--- config.mk ---
export PLATFORM = sky130hd
export DESIGN_NAME = booth_mult_seq
export DESIGN_NICKNAME = d
export VERILOG_FILES = /design/src/rtl/booth_pkg.sv /design/src/rtl/booth_pp_sel.sv /design/src/rtl/booth_mult_seq.sv
export SDC_FILE = /design/constraint.sdc
export NUM_CORES = 1
export LEC_CHECK = 0
export CORE_MARGIN = 2
export CORE_UTILIZATION = 30
export CTS_CLUSTER_DIAMETER = 30
export DETAILED_ROUTE_END_ITERATION = 10
export DONT_BUFFER_PORTS = 1
export PLACE_DENSITY = 0.43
export SYNTH_ARGS = -nofsm -noshare
export SYNTH_HDL_FRONTEND = slang
export SYNTH_SLANG_ARGS = --single-unit
--- constraint.sdc ---
create_clock -name clk_i -period 3.8 [get_ports clk_i]
set_input_delay 0.57 -clock clk_i [delete_from_list [all_inputs] [get_ports clk_i]]
set_output_delay 0.57 -clock clk_i [all_outputs]
set_load 0.03 [all_outputs]
--- src/rtl/booth_pkg.sv ---
// Shared types and helpers for the radix-4 Booth multiplier.
package booth_pkg;

  localparam int unsigned DEFAULT_WIDTH = 8;

  typedef enum logic [1:0] {IDLE, CALC, DONE} state_e;

  typedef enum logic [2:0] {PP_ZERO, PP_POS1, PP_POS2, PP_NEG1, PP_NEG2} pp_e;

  // Iterations needed: two multiplier bits retired per step.
  function automatic int unsigned booth_iters(input int unsigned width);
    return width / 2;
  endfunction

  // Radix-4 Booth recoding of {Q[2:1], Q[0]}.
  function automatic pp_e booth_recode(input logic [2:0] trip);
    pp_e sel;
    sel = PP_ZERO;
    case (trip)
      3'b001, 3'b010: sel = PP_POS1;
      3'b011:         sel = PP_POS2;
      3'b100:         sel = PP_NEG2;
      3'b101, 3'b110: sel = PP_NEG1;
      default:        sel = PP_ZERO;
    endcase
    return sel;
  endfunction

endpackage

--- src/rtl/booth_pp_sel.sv ---
// Partial-product selector: maps a Booth triplet onto 0, +/-M or +/-2M.
module booth_pp_sel
  import booth_pkg::*;
#(
  parameter int unsigned WIDTH = DEFAULT_WIDTH
) (
  input  logic [2:0]       i_triplet,
  input  logic [WIDTH+1:0] i_m,
  output logic [WIDTH+1:0] o_pp
);

  localparam int unsigned PW = WIDTH + 2;

  logic [PW-1:0] w_m2;

  assign w_m2 = {i_m[PW-2:0], 1'b0};

  always_comb begin
    o_pp = '0;
    unique case (booth_recode(i_triplet))
      PP_POS1: o_pp = i_m;
      PP_POS2: o_pp = w_m2;
      PP_NEG1: o_pp = -i_m;
      PP_NEG2: o_pp = -w_m2;
      default: o_pp = '0;
    endcase
  end

endmodule

--- src/rtl/booth_mult_seq.sv ---
// Sequential radix-4 Booth signed multiplier; product held until next completion.
// Optional BOOTH_ZERO_SKIP_EN: zero operand jumps straight to DONE with product 0.
module booth_mult_seq
  import booth_pkg::*;
#(
  parameter int unsigned WIDTH = DEFAULT_WIDTH
) (
  input  logic               clk_i,
  input  logic               rst_ni,
  input  logic               start_i,
  input  logic [WIDTH-1:0]   a_i,
  input  logic [WIDTH-1:0]   b_i,
  output logic               busy_o,
  output logic               done_o,
  output logic [2*WIDTH-1:0] product_o
);

  localparam int unsigned PW   = WIDTH + 2;
  localparam int unsigned QW   = WIDTH + 1;
  localparam int unsigned ITER = booth_iters(WIDTH);
  localparam int unsigned CW   = $clog2(ITER + 1);

  state_e             r_state, w_state_nxt;
  logic [PW-1:0]      r_p, w_p_nxt;
  logic [QW-1:0]      r_q, w_q_nxt;
  logic [PW-1:0]      r_m, w_m_nxt;
  logic [CW-1:0]      r_cnt, w_cnt_nxt;
  logic               r_busy, w_busy_nxt;
  logic               r_done, w_done_nxt;
  logic [2*WIDTH-1:0] r_product, w_prod_nxt;

  logic [PW-1:0] w_pp;
  logic [PW-1:0] w_sum;
  logic [PW-1:0] w_p_shift;
  logic [QW-1:0] w_q_shift;

  booth_pp_sel #(.WIDTH(WIDTH)) u_pp_sel (
    .i_triplet (r_q[2:0]),
    .i_m       (r_m),
    .o_pp      (w_pp)
  );

  // One iteration: accumulate, then arithmetic shift {P,Q} right by two.
  assign w_sum     = r_p + w_pp;
  assign w_p_shift = {{2{w_sum[PW-1]}}, w_sum[PW-1:2]};
  assign w_q_shift = {w_sum[1:0], r_q[QW-1:2]};

  always_comb begin
    w_state_nxt = r_state;
    w_p_nxt     = r_p;
    w_q_nxt     = r_q;
    w_m_nxt     = r_m;
    w_cnt_nxt   = r_cnt;
    w_busy_nxt  = 1'b0;
    w_done_nxt  = 1'b0;
    w_prod_nxt  = r_product;
    unique case (r_state)
      IDLE, DONE: begin
        w_state_nxt = IDLE;
        if (start_i) begin
`ifdef BOOTH_ZERO_SKIP_EN
          if (a_i == '0 || b_i == '0) begin
            w_state_nxt = DONE;
            w_done_nxt  = 1'b1;
            w_prod_nxt  = '0;
            w_cnt_nxt   = '0;
          end else
`endif
          begin
            w_state_nxt = CALC;
            w_busy_nxt  = 1'b1;
            w_m_nxt     = {{2{a_i[WIDTH-1]}}, a_i};
            w_q_nxt     = {b_i, 1'b0};
            w_p_nxt     = '0;
            w_cnt_nxt   = '0;
          end
        end
      end
      CALC: begin
        w_p_nxt   = w_p_shift;
        w_q_nxt   = w_q_shift;
        w_cnt_nxt = r_cnt + CW'(1);
        if (r_cnt == CW'(ITER - 1)) begin
          w_state_nxt = DONE;
          w_done_nxt  = 1'b1;
          w_prod_nxt  = {w_p_shift[WIDTH-1:0], w_q_shift[QW-1:1]};
        end else begin
          w_busy_nxt  = 1'b1;
        end
      end
      default: w_state_nxt = IDLE;
    endcase
  end

  always_ff @(posedge clk_i or negedge rst_ni) begin
    if (!rst_ni) begin
      r_state   <= IDLE;
      r_p       <= '0;
      r_q       <= '0;
      r_m       <= '0;
      r_cnt     <= '0;
      r_busy    <= 1'b0;
      r_done    <= 1'b0;
      r_product <= '0;
    end else begin
      r_state   <= w_state_nxt;
      r_p       <= w_p_nxt;
      r_q       <= w_q_nxt;
      r_m       <= w_m_nxt;
      r_cnt     <= w_cnt_nxt;
      r_busy    <= w_busy_nxt;
      r_done    <= w_done_nxt;
      r_product <= w_prod_nxt;
    end
  end

  assign busy_o    = r_busy;
  assign done_o    = r_done;
  assign product_o = r_product;

endmodule
==> key figures, run 1 <==
Status
  • Result of the run: finished, final reports clean

Route
  • Post-DRT Antenna Nets: 0
  • Met3 wire length: 271 µm
  • Final WL: 6880 µm
  • Count of TritonRoute iterations in the first routing pass: 4
  • Routed via count divided by cell count: 5.26
  • Detailed router's first-iteration violation count: 114
  • Post-route DRC violation count: 0
  • Via count: 2189
  • Highest layer used for signal routing: met4
  • Met1 layer wirelength in the final routing: 3220 µm
  • Mean routed wirelength per cell: 16.5 µm
  • Met2 wire length: 3270 µm

Clock network
  • Clock buffer count from CTS: 5
  • Clock buffer depth: 2
  • Clk Latency, worst-skew pair: 0.31 ns
  • H-tree level count: 2
  • CTS sink count: 48
  • # resized after CTS: 0
  • Root buffer selected by CTS: sky130_fd_sc_hd__clkbuf_8
  • CTS tree: yes
  • Reg clk slew, reported paths: 0.10 ns
  • Number of setup buffers added after CTS: 0
  • Quantity of hold-fixing buffers added after cts: 1

Floorplanning
  • Count of pins on the block boundary: 37
  • Area of the core region: 0.00911 mm²
  • Area enclosed by the die boundary: 0.0100 mm²
  • Die extent in y: 100 µm
  • Die extent in x: 100 µm
  • Effective utilization at floorplan: 0.305
  • Row count: 35

Yosys
  • Area share of the leading cell type in the synthesized netlist: 0.432
  • Cell type contributing the most total cell area after synthesis: sky130_fd_sc_hd__dfrtp_1
  • Count of flip-flops with a built-in enable after synthesis: 0
  • Unique cell type count in the Yosys netlist: 47
  • Ys async rst share: 1.00
  • Ys flop type: sky130_fd_sc_hd__dfrtp_1
  • Syn. warnings: 0
  • Ranking of synthesized cells by instance count: sky130_fd_sc_hd__dfrtp_1 (48), sky130_fd_sc_hd__nand2_1 (48), sky130_fd_sc_hd__nor2_1 (33)
  • Share of synthesized area occupied by flip-flops and latches: 0.432
  • Yosys reg bits: 48
  • Per-instance average area after synthesis: 9.05 µm²
  • Synthesized instance count: 307
  • Post-synthesis instance area: 0.00278 mm²
  • Number of nets produced by synthesis: 339
  • Cell types with the largest area share after synthesis: sky130_fd_sc_hd__dfrtp_1 (43%), sky130_fd_sc_hd__nand2_1 (6.5%), sky130_fd_sc_hd__ha_1 (5.4%)

STA
  • RSZ-0062 raised after global routing: no
  • Final clock period utilization by the worst path: 0.868
  • Slew @ Worst Pin: 0.962 ns
  • Finish-stage setup viols: 0
  • Worst Clk Skew: 0.0110 ns
  • Headroom to the max-slew limit: 0.357
  • Shortest clock period the worst path allows after layout: 3.30 ns
  • Total count of hold-check failures in the final report: 0
  • Max-slew violations: 0
  • Setup TNS: 0 ns
  • Top achievable clock speed: 303 MHz

Global routing
  • Number of global-route vias before repair: 2166
  • Pin count of the biggest net entering global routing: 49
  • Total congestion overflow: 0
  • GR Util All Layers: 0.146
  • First-pass GRT wire length: 11400 µm
  • Antenna violations before repair: 0

Place
  • IO buf count: 0
  • HPWL after detailed placement: 4780 µm
  • Number of cells in the design after placement: 407
  • Final RePlAce weighted congestion: 0.902
  • Area after detailed placement: 0.00287 mm²

Cells and area
  • Non-filler cells, final: 416
  • Final Net Count: 336
  • Layout area overhead: 9.37%
  • Filler cell count in the final layout: 961
  • Share of cells above drive strength 1: 0.0951
  • Final std cell area, no fill: 0.00304 mm²
  • Diode count: 0

Critical path
  • Required time at the worst-slack endpoint: 4.04 ns
  • Type of the setup path with the least slack: flop to flop
  • Sort of element at the start of the critical path: flop
  • Arrival @ worst endpoint: 3.54 ns
  • Capturing element type of the critical path: flop
  • Largest fanout on the critical path: 6

Run
  • Max-Cap Viols: 0

Hold path
  • Type of the worst min-delay path: primary input to async pin
[flip-flops by register name, indices dropped and copies added, names as in the netlist]
name	cells
r_q	9
product_o	16
busy_o	1
r_m	8
r_state	2
done_o	1
r_p	8
r_cnt	3
[layout make-up]
| type | count | area (µm²) | share of cell area |
|---|---|---|---|
| inverters | 16 | 60.1 | 0.0198 |
| repair buffers | 5 | 57.6 | 0.0189 |
| clock buffers | 5 | 68.8 | 0.0227 |
| clock inverters | 3 | 68.8 | 0.0227 |
| multi-input cells | 228 | 1440 | 0.475 |
| well taps | 111 | 139 | 0.0457 |
| flip-flops and latches | 48 | 1200 | 0.395 |
[worst paths after layout]
kind	from	end	slack (ns)	cells after the start
hold / removal	rst_ni	r_m[4]$_DFFE_PN0P_	0.09	1
setup reg to reg	r_m[0]$_DFFE_PN0P_	r_p[8]$_DFFE_PN0P_	0.50	15
min in group clk_i	a_i[2]	r_m[2]$_DFFE_PN0P_	0.36	2
max in group asynchronous	rst_ni	r_p[6]$_DFFE_PN0P_	3.47	1
hold reg to reg	r_p[0]$_DFFE_PN0P_	r_p[0]$_DFFE_PN0P_	0.51	2
setup / recovery	r_m[0]$_DFFE_PN0P_	r_p[8]$_DFFE_PN0P_	0.50	15
[critical path: stages (launching register included)]
cell and delay [ns]:
sky130_fd_sc_hd__dfrtp_1 0.41, sky130_fd_sc_hd__inv_1 0.10, sky130_fd_sc_hd__ha_1 0.21, sky130_fd_sc_hd__or2b_1 0.27, sky130_fd_sc_hd__nor4_1 0.24, sky130_fd_sc_hd__xor2_1 0.26, sky130_fd_sc_hd__nor2_1 0.07, sky130_fd_sc_hd__o31ai_1 0.19
sky130_fd_sc_hd__a21oi_1 0.10, sky130_fd_sc_hd__ha_1 0.34, sky130_fd_sc_hd__a21oi_1 0.16, sky130_fd_sc_hd__o21ai_0 0.09, sky130_fd_sc_hd__a31oi_1 0.19, sky130_fd_sc_hd__a21oi_1 0.15, sky130_fd_sc_hd__o31a_1 0.30, sky130_fd_sc_hd__mux2i_1 0.12
[metrics by stage]
stage | utilization | setup WS [ns] | hold WS, ns
6_report | 0.334 | 0.502 | 0.0870
3_5_place_dp | 0.315 | 0.525 | 0.276
5_1_grt | 0.334 | 0.103 | 0.111
4_1_cts | 0.334 | 0.492 | 0.114
2_1_floorplan | - | 0.812 | 0.274
3_3_place_gp | 0.315 | 0.585 | 0.276
[cells in the final DEF, fill, tap and decap left out, types with 6 or more instances in the layout]
master and instances:
sky130_fd_sc_hd__a21oi_1 12, sky130_fd_sc_hd__ha_1 12, sky130_fd_sc_hd__o21ai_0 28, sky130_fd_sc_hd__mux2_2 7, sky130_fd_sc_hd__nand2_1 48, sky130_fd_sc_hd__inv_1 16
sky130_fd_sc_hd__dfrtp_1 48, sky130_fd_sc_hd__xnor2_1 6, sky130_fd_sc_hd__xor2_1 7, sky130_fd_sc_hd__o22ai_1 10, sky130_fd_sc_hd__nor2_1 33
[metal layers]
layer / global-route usage / vias up
li1: - / 1072
met1: 0.192 / 1068
met2: 0.238 / 42
met3: 0.0313 / 7
met4: 0.0464 / 0
met5: 0 / -
[logic make-up (layout without fill, tap and decap cells)]
group | after synthesis | count (layout) | share of synthesized area
compound gates | 85 | 85 | 0.201
mux | 10 | 10 | 0.0392
simple gates | 107 | 107 | 0.177
buf+inv | 31 | 29 | 0.0482
flops | 48 | 48 | 0.432
xor+xnor | 13 | 13 | 0.0410
fa+ha+maj | 13 | 13 | 0.0613
Power of run 1 is not shown: default switching activity piles up to over one toggle a cycle in this logic, so the estimate is an artifact.
==> run 2, diff against run 1 <==
--- a/config.mk
+++ b/config.mk
@@ -10,7 +10,7 @@
 export CTS_CLUSTER_DIAMETER = 30
 export DETAILED_ROUTE_END_ITERATION = 10
 export DONT_BUFFER_PORTS = 1
-export PLACE_DENSITY = 0.43
+export PLACE_DENSITY = 0.45
 export SYNTH_ARGS = -nofsm -noshare
 export SYNTH_HDL_FRONTEND = slang
 export SYNTH_SLANG_ARGS = --single-unit
==> key figures, run 2 (synthesized netlist as in run 1, its figures left out) <==
Critical path
  • Cell breakdown of the critical path: nor3_2, nor2_1, xor2_1, a221oi_1, o21ai_0, ha_1, o21ai_0, o21a_1, nand4b_1, a21oi_1, nor3_1, o31ai_2 (was inv_1, ha_1, or2b_1, nor4_1, xor2_1, nor2_1, o31ai_1, a21oi_1, ha_1, a21oi_1, o21ai_0, a31oi_1, a21oi_1, o31a_1, mux2i_1)
  • Capturing element type of the critical path: flop (unchanged)
  • Register-to-register path setup slack: 0.49 ns (was 0.50 ns)
  • Capturing point of the worst reg2reg path: product_o[15]$_DFFE_PN0P_ (was r_p[8]$_DFFE_PN0P_)
  • Largest fanout on the critical path: 7 (was 6)
  • Most frequent CP cell: sky130_fd_sc_hd__o21ai_0 (was sky130_fd_sc_hd__a21oi_1)
  • Dominant delay contributor by cell family on the critical path: compound AO/OA/AOI/OAI gates (unchanged)
  • Required time at the worst-slack endpoint: 4.02 ns (was 4.04 ns)
  • Type of the setup path with the least slack: flop to flop (unchanged)
  • CP Buf/Inv Count: 0 (was 1)
  • Cell type of the slowest stage on the worst timing path: sky130_fd_sc_hd__dfrtp_1 (unchanged)
  • Arrival @ worst endpoint: 3.53 ns (was 3.54 ns)
  • Delay contributed by the slowest stage of the critical path: 0.48 ns (was 0.41 ns)
  • Path depth of the worst reg2reg path: 12 (was 15)
  • Sort of element at the start of the critical path: flop (unchanged)
  • Stages on worst setup path: 12 (was 15)
  • Reg-to-reg critical path startpoint: r_m[2]$_DFFE_PN0P_ (was r_m[0]$_DFFE_PN0P_)

STA
  • Final clock period utilization by the worst path: 0.872 (was 0.868)
  • Shortest clock period the worst path allows after layout: 3.31 ns (was 3.30 ns)
  • Slew @ Worst Pin: 0.948 ns (was 0.962 ns)
  • Headroom to the max-slew limit: 0.366 (was 0.357)
  • Setup TNS: 0 ns (unchanged)
  • Top achievable clock speed: 302 MHz (was 303 MHz)
  • Final worst setup slack: 0.488 ns (was 0.502 ns)
  • Max-slew violations: 0 (unchanged)
  • RSZ-0062 raised after global routing: no (unchanged)
  • Worst Clk Skew: 0.0110 ns (about the same)
  • Total count of hold-check failures in the final report: 0 (unchanged)
  • Finish-stage setup viols: 0 (unchanged)

Floorplanning
  • Effective utilization at floorplan: 0.305 (unchanged)
  • Die extent in x: 100 µm (unchanged)
  • Row count: 35 (unchanged)
  • Die extent in y: 100 µm (unchanged)
  • Area of the core region: 0.00911 mm² (unchanged)
  • Area enclosed by the die boundary: 0.0100 mm² (unchanged)
  • Count of pins on the block boundary: 37 (unchanged)

Clock network
  • H-tree level count: 2 (unchanged)
  • Number of setup buffers added after CTS: 0 (unchanged)
  • CTS tree: yes (unchanged)
  • Reg clk slew, reported paths: 0.10 ns (about the same)
  • Quantity of hold-fixing buffers added after cts: 1 (unchanged)
  • Root buffer selected by CTS: sky130_fd_sc_hd__clkbuf_8 (unchanged)
  • Clock buffer depth: 2 (unchanged)
  • CTS sink count: 48 (unchanged)
  • Clk Latency, worst-skew pair: 0.31 ns (about the same)
  • Clock buffer count from CTS: 5 (unchanged)
  • # resized after CTS: 0 (unchanged)

Route
  • Final WL: 6680 µm (was 6880 µm)
  • Post-DRT Antenna Nets: 0 (unchanged)
  • Via count: 2157 (was 2189)
  • Mean routed wirelength per cell: 16.0 µm (was 16.5 µm)
  • Detailed router's first-iteration violation count: 131 (was 114)
  • Post-route DRC violation count: 0 (unchanged)
  • Routed via count divided by cell count: 5.17 (was 5.26)
  • Count of TritonRoute iterations in the first routing pass: 4 (unchanged)

Cells and area
  • Final Net Count: 337 (was 336)
  • Most frequent cells in the layout: sky130_fd_sc_hd__nand2_1 (48), sky130_fd_sc_hd__dfrtp_1 (48), sky130_fd_sc_hd__nor2_1 (33), sky130_fd_sc_hd__o21ai_0 (28), sky130_fd_sc_hd__inv_1 (16) (unchanged)
  • Diode count: 0 (unchanged)
  • Max reg flops: 16 (unchanged)
  • Layout area overhead: 8.15% (was 9.37%)
  • Non-filler cells, final: 417 (was 416)
  • Share of cells above drive strength 1: 0.0980 (was 0.0951)
  • Filler cell count in the final layout: 952 (was 961)

Global routing
  • GR Util All Layers: 0.141 (was 0.146)
  • First-pass GRT wire length: 11200 µm (was 11400 µm)
  • Antenna violations before repair: 0 (unchanged)
  • Total congestion overflow: 0 (unchanged)
  • Pin count of the biggest net entering global routing: 49 (unchanged)
  • Number of global-route vias before repair: 2177 (was 2166)

Place
  • Worst Setup Slack post-DPL: 0.493 ns (was 0.525 ns)
  • Number of cells in the design after placement: 408 (was 407)
  • Final RePlAce weighted congestion: 0.918 (was 0.902)
  • IO buf count: 0 (unchanged)
  • HPWL after detailed placement: 4730 µm (was 4780 µm)

Run
  • Max-Cap Viols: 0 (unchanged)

Status
  • Result of the run: finished, final reports clean (unchanged)

Hold path
  • Type of the worst min-delay path: primary input to async pin (unchanged)
run 2: metrics by stage:
step           cell area, µm²  hold WS (ns)   util
6_report                 3000        0.0990  0.330
5_1_grt                  3000         0.105  0.330
4_1_cts                  3000         0.112  0.330
3_5_place_dp             2880         0.276  0.316
3_3_place_gp             2880         0.276  0.316
2_1_floorplan            2780         0.274      -
run 2: how the worst max path moves through the flow:
| stage | slack (ns) | end | from |
|---|---|---|---|
| 2_1_floorplan | 0.81 | r_p[8]$_DFFE_PN0P_ | r_m[0]$_DFFE_PN0P_ |
| 3_3_place_gp | 0.60 | product_o[15]$_DFFE_PN0P_ | r_m[2]$_DFFE_PN0P_ |
| 3_5_place_dp | 0.49 | product_o[15]$_DFFE_PN0P_ | r_m[0]$_DFFE_PN0P_ |
| 4_1_cts | 0.46 | product_o[15]$_DFFE_PN0P_ | r_m[2]$_DFFE_PN0P_ |
| 5_1_grt | 0.09 | product_o[15]$_DFFE_PN0P_ | r_m[1]$_DFFE_PN0P_ |
| 6_report | 0.49 | product_o[15]$_DFFE_PN0P_ | r_m[2]$_DFFE_PN0P_ |
run 2: area by class of cell:
class	count	area (µm²)	share of cell area
Sequential cell	48	1200	0.400
Clock inverter	2	13.8	0.00458
Multi-Input combinational cell	228	1440	0.480
Inverter	16	60.1	0.0200
Clock buffer	6	82.6	0.0275
Tap cell	111	139	0.0462
Timing Repair Buffer	6	65.1	0.0217
run 2: worst register-to-register path, stage by stage (launching register included):
cell,delay (ns)
sky130_fd_sc_hd__dfrtp_1,0.48
sky130_fd_sc_hd__nor3_2,0.45
sky130_fd_sc_hd__nor2_1,0.10
sky130_fd_sc_hd__xor2_1,0.17
sky130_fd_sc_hd__a221oi_1,0.29
sky130_fd_sc_hd__o21ai_0,0.22
sky130_fd_sc_hd__ha_1,0.37
sky130_fd_sc_hd__o21ai_0,0.09
sky130_fd_sc_hd__o21a_1,0.20
sky130_fd_sc_hd__nand4b_1,0.21
sky130_fd_sc_hd__a21oi_1,0.30
sky130_fd_sc_hd__nor3_1,0.11
sky130_fd_sc_hd__o31ai_2,0.24
run 2: layer usage:
layer / up-vias / global-route usage / share of wire
met1: 1029 / 0.185 / 0.47
met5: - / 0 / 0
met2: 49 / 0.231 / 0.46
met4: 0 / 0.0474 / 0.019
met3: 9 / 0.0313 / 0.047
li1: 1070 / - / -
Power of run 2 is left out for the same reason.
==> run 3, diff against run 2 <==
--- a/config.mk
+++ b/config.mk
@@ -11,6 +11,7 @@
 export DETAILED_ROUTE_END_ITERATION = 10
 export DONT_BUFFER_PORTS = 1
 export PLACE_DENSITY = 0.45
+export REMOVE_ABC_BUFFERS = 1
 export SYNTH_ARGS = -nofsm -noshare
 export SYNTH_HDL_FRONTEND = slang
 export SYNTH_SLANG_ARGS = --single-unit
==> key figures, run 3 (synthesized netlist as in run 1, its figures left out) <==
Cells and area
  • Share of cells above drive strength 1: 0.0891 (was 0.0980)
  • Final Net Count: 335 (was 337)
  • Most frequent cells in the layout: sky130_fd_sc_hd__nand2_1 (48), sky130_fd_sc_hd__dfrtp_1 (48), sky130_fd_sc_hd__nor2_1 (33), sky130_fd_sc_hd__o21ai_0 (28), sky130_fd_sc_hd__inv_1 (16) (unchanged)
  • Post-Route Utilization: 0.327 (was 0.330)
  • Diode count: 0 (unchanged)
  • Layout area overhead: 7.07% (was 8.15%)
  • Non-filler cells, final: 414 (was 417)
  • Final std cell area, no fill: 0.00297 mm² (was 0.00300 mm²)
  • Max reg flops: 16 (unchanged)

STA
  • Headroom to the max-slew limit: 0.341 (was 0.366)
  • Total count of hold-check failures in the final report: 0 (unchanged)
  • Slew @ Worst Pin: 0.986 ns (was 0.948 ns)
  • Setup TNS: 0 ns (unchanged)
  • RSZ-0062 raised after global routing: no (unchanged)
  • Max-slew violations: 0 (unchanged)
  • Shortest clock period the worst path allows after layout: 3.32 ns (was 3.31 ns)
  • Final clock period utilization by the worst path: 0.875 (was 0.872)
  • Worst Clk Skew: 0.00610 ns (was 0.0110 ns)
  • Top achievable clock speed: 301 MHz (was 302 MHz)
  • Finish-stage setup viols: 0 (unchanged)

Clock network
  • Root buffer selected by CTS: sky130_fd_sc_hd__clkbuf_8 (unchanged)
  • Reg clk slew, reported paths: 0.09 ns (was 0.10 ns)
  • CTS sink count: 48 (unchanged)
  • # resized after CTS: 0 (unchanged)
  • CTS tree: yes (unchanged)
  • Clk Latency, worst-skew pair: 0.30 ns (was 0.31 ns)
  • Clock buffer count from CTS: 5 (unchanged)
  • Number of setup buffers added after CTS: 0 (unchanged)
  • Quantity of hold-fixing buffers added after cts: 1 (unchanged)
  • Clock buffer depth: 2 (unchanged)
  • H-tree level count: 2 (unchanged)

Route
  • Post-DRT Antenna Nets: 0 (unchanged)
  • Mean routed wirelength per cell: 15.8 µm (was 16.0 µm)
  • Count of TritonRoute iterations in the first routing pass: 4 (unchanged)
  • Post-route DRC violation count: 0 (unchanged)
  • Detailed router's first-iteration violation count: 120 (was 131)
  • Via count: 2164 (was 2157)
  • Final WL: 6520 µm (was 6680 µm)
  • Routed via count divided by cell count: 5.23 (was 5.17)

Global routing
  • Total congestion overflow: 0 (unchanged)
  • First-pass GRT wire length: 11100 µm (was 11200 µm)
  • Antenna violations before repair: 0 (unchanged)
  • GR Util All Layers: 0.139 (was 0.141)
  • Pin count of the biggest net entering global routing: 49 (unchanged)
  • Number of global-route vias before repair: 2198 (was 2177)

Critical path
  • Type of the setup path with the least slack: flop to flop (unchanged)
  • Cell type of the slowest stage on the worst timing path: sky130_fd_sc_hd__dfrtp_1 (unchanged)
  • Capturing element type of the critical path: flop (unchanged)
  • Register-to-register path setup slack: 0.48 ns (was 0.49 ns)
  • Delay contributed by the slowest stage of the critical path: 0.41 ns (was 0.48 ns)
  • Most frequent CP cell: sky130_fd_sc_hd__a21oi_1 (was sky130_fd_sc_hd__o21ai_0)
  • Cell breakdown of the critical path: inv_1, ha_1, or2b_1, nor4_1, xor2_1, nor2_1, o31ai_1, a21oi_1, ha_1, a21oi_1, o21ai_0, a31oi_1, a21oi_1, o31a_1, mux2i_1 (was nor3_2, nor2_1, xor2_1, a221oi_1, o21ai_0, ha_1, o21ai_0, o21a_1, nand4b_1, a21oi_1, nor3_1, o31ai_2)
  • Largest fanout on the critical path: 6 (was 7)
  • Dominant delay contributor by cell family on the critical path: compound AO/OA/AOI/OAI gates (unchanged)
  • Arrival @ worst endpoint: 3.56 ns (was 3.53 ns)
  • CP Buf/Inv Count: 1 (was 0)
  • Sort of element at the start of the critical path: flop (unchanged)
  • Required time at the worst-slack endpoint: 4.03 ns (was 4.02 ns)

Place
  • IO buf count: 0 (unchanged)
  • Area after detailed placement: 0.00287 mm² (was 0.00288 mm²)
  • HPWL after detailed placement: 4470 µm (was 4730 µm)
  • Number of cells in the design after placement: 406 (was 408)
  • Final RePlAce weighted congestion: 0.819 (was 0.918)

Floorplanning
  • Row count: 35 (unchanged)
  • Area of the core region: 0.00911 mm² (unchanged)
  • Count of pins on the block boundary: 37 (unchanged)
  • Die extent in x: 100 µm (unchanged)
  • Effective utilization at floorplan: 0.305 (unchanged)
  • Die extent in y: 100 µm (unchanged)
  • Area enclosed by the die boundary: 0.0100 mm² (unchanged)

Run
  • Max-Cap Viols: 0 (unchanged)

Hold path
  • Type of the worst min-delay path: primary input to async pin (unchanged)

Status
  • Result of the run: finished, final reports clean (unchanged)
[run 3: path summary, 6_finish.rpt]
check | cells past startpoint | endpoint | startpoint
worst min register to register | 2 | r_p[0]$_DFFE_PN0P_ | r_p[0]$_DFFE_PN0P_
worst min-delay path | 1 | product_o[4]$_DFFE_PN0P_ | rst_ni
max in group asynchronous | 1 | r_m[6]$_DFFE_PN0P_ | rst_ni
worst max-delay path | 15 | r_p[8]$_DFFE_PN0P_ | r_m[0]$_DFFE_PN0P_
worst max register to register | 15 | r_p[8]$_DFFE_PN0P_ | r_m[0]$_DFFE_PN0P_
min in group clk_i | 2 | r_m[2]$_DFFE_PN0P_ | a_i[2]
[run 3: layout make-up]
type | count | area (µm²)
clock inverters | 2 | 12.5
clock buffers | 5 | 68.8
well taps | 111 | 139
repair buffers | 4 | 50.0
fillers | 964 | 6130
multi-input cells | 228 | 1440
inverters | 16 | 60.1
flip-flops and latches | 48 | 1200
[run 3: through the flow]
step / hold slack, ns / setup slack [ns]
6_report: 0.116 / 0.476
5_1_grt: 0.121 / 0.0174
3_3_place_gp: 0.276 / 0.589
4_1_cts: 0.114 / 0.473
2_1_floorplan: 0.274 / 0.808
3_5_place_dp: 0.275 / 0.511
[run 3: layer usage]
layer	track usage	vias up	wire (µm)
met5	0	-	0
met4	0.0400	0	93
met3	0.0348	12	328
met2	0.225	48	3060
met1	0.184	1038	3040
li1	-	1066	-
Power of run 3 is left out for the same reason.
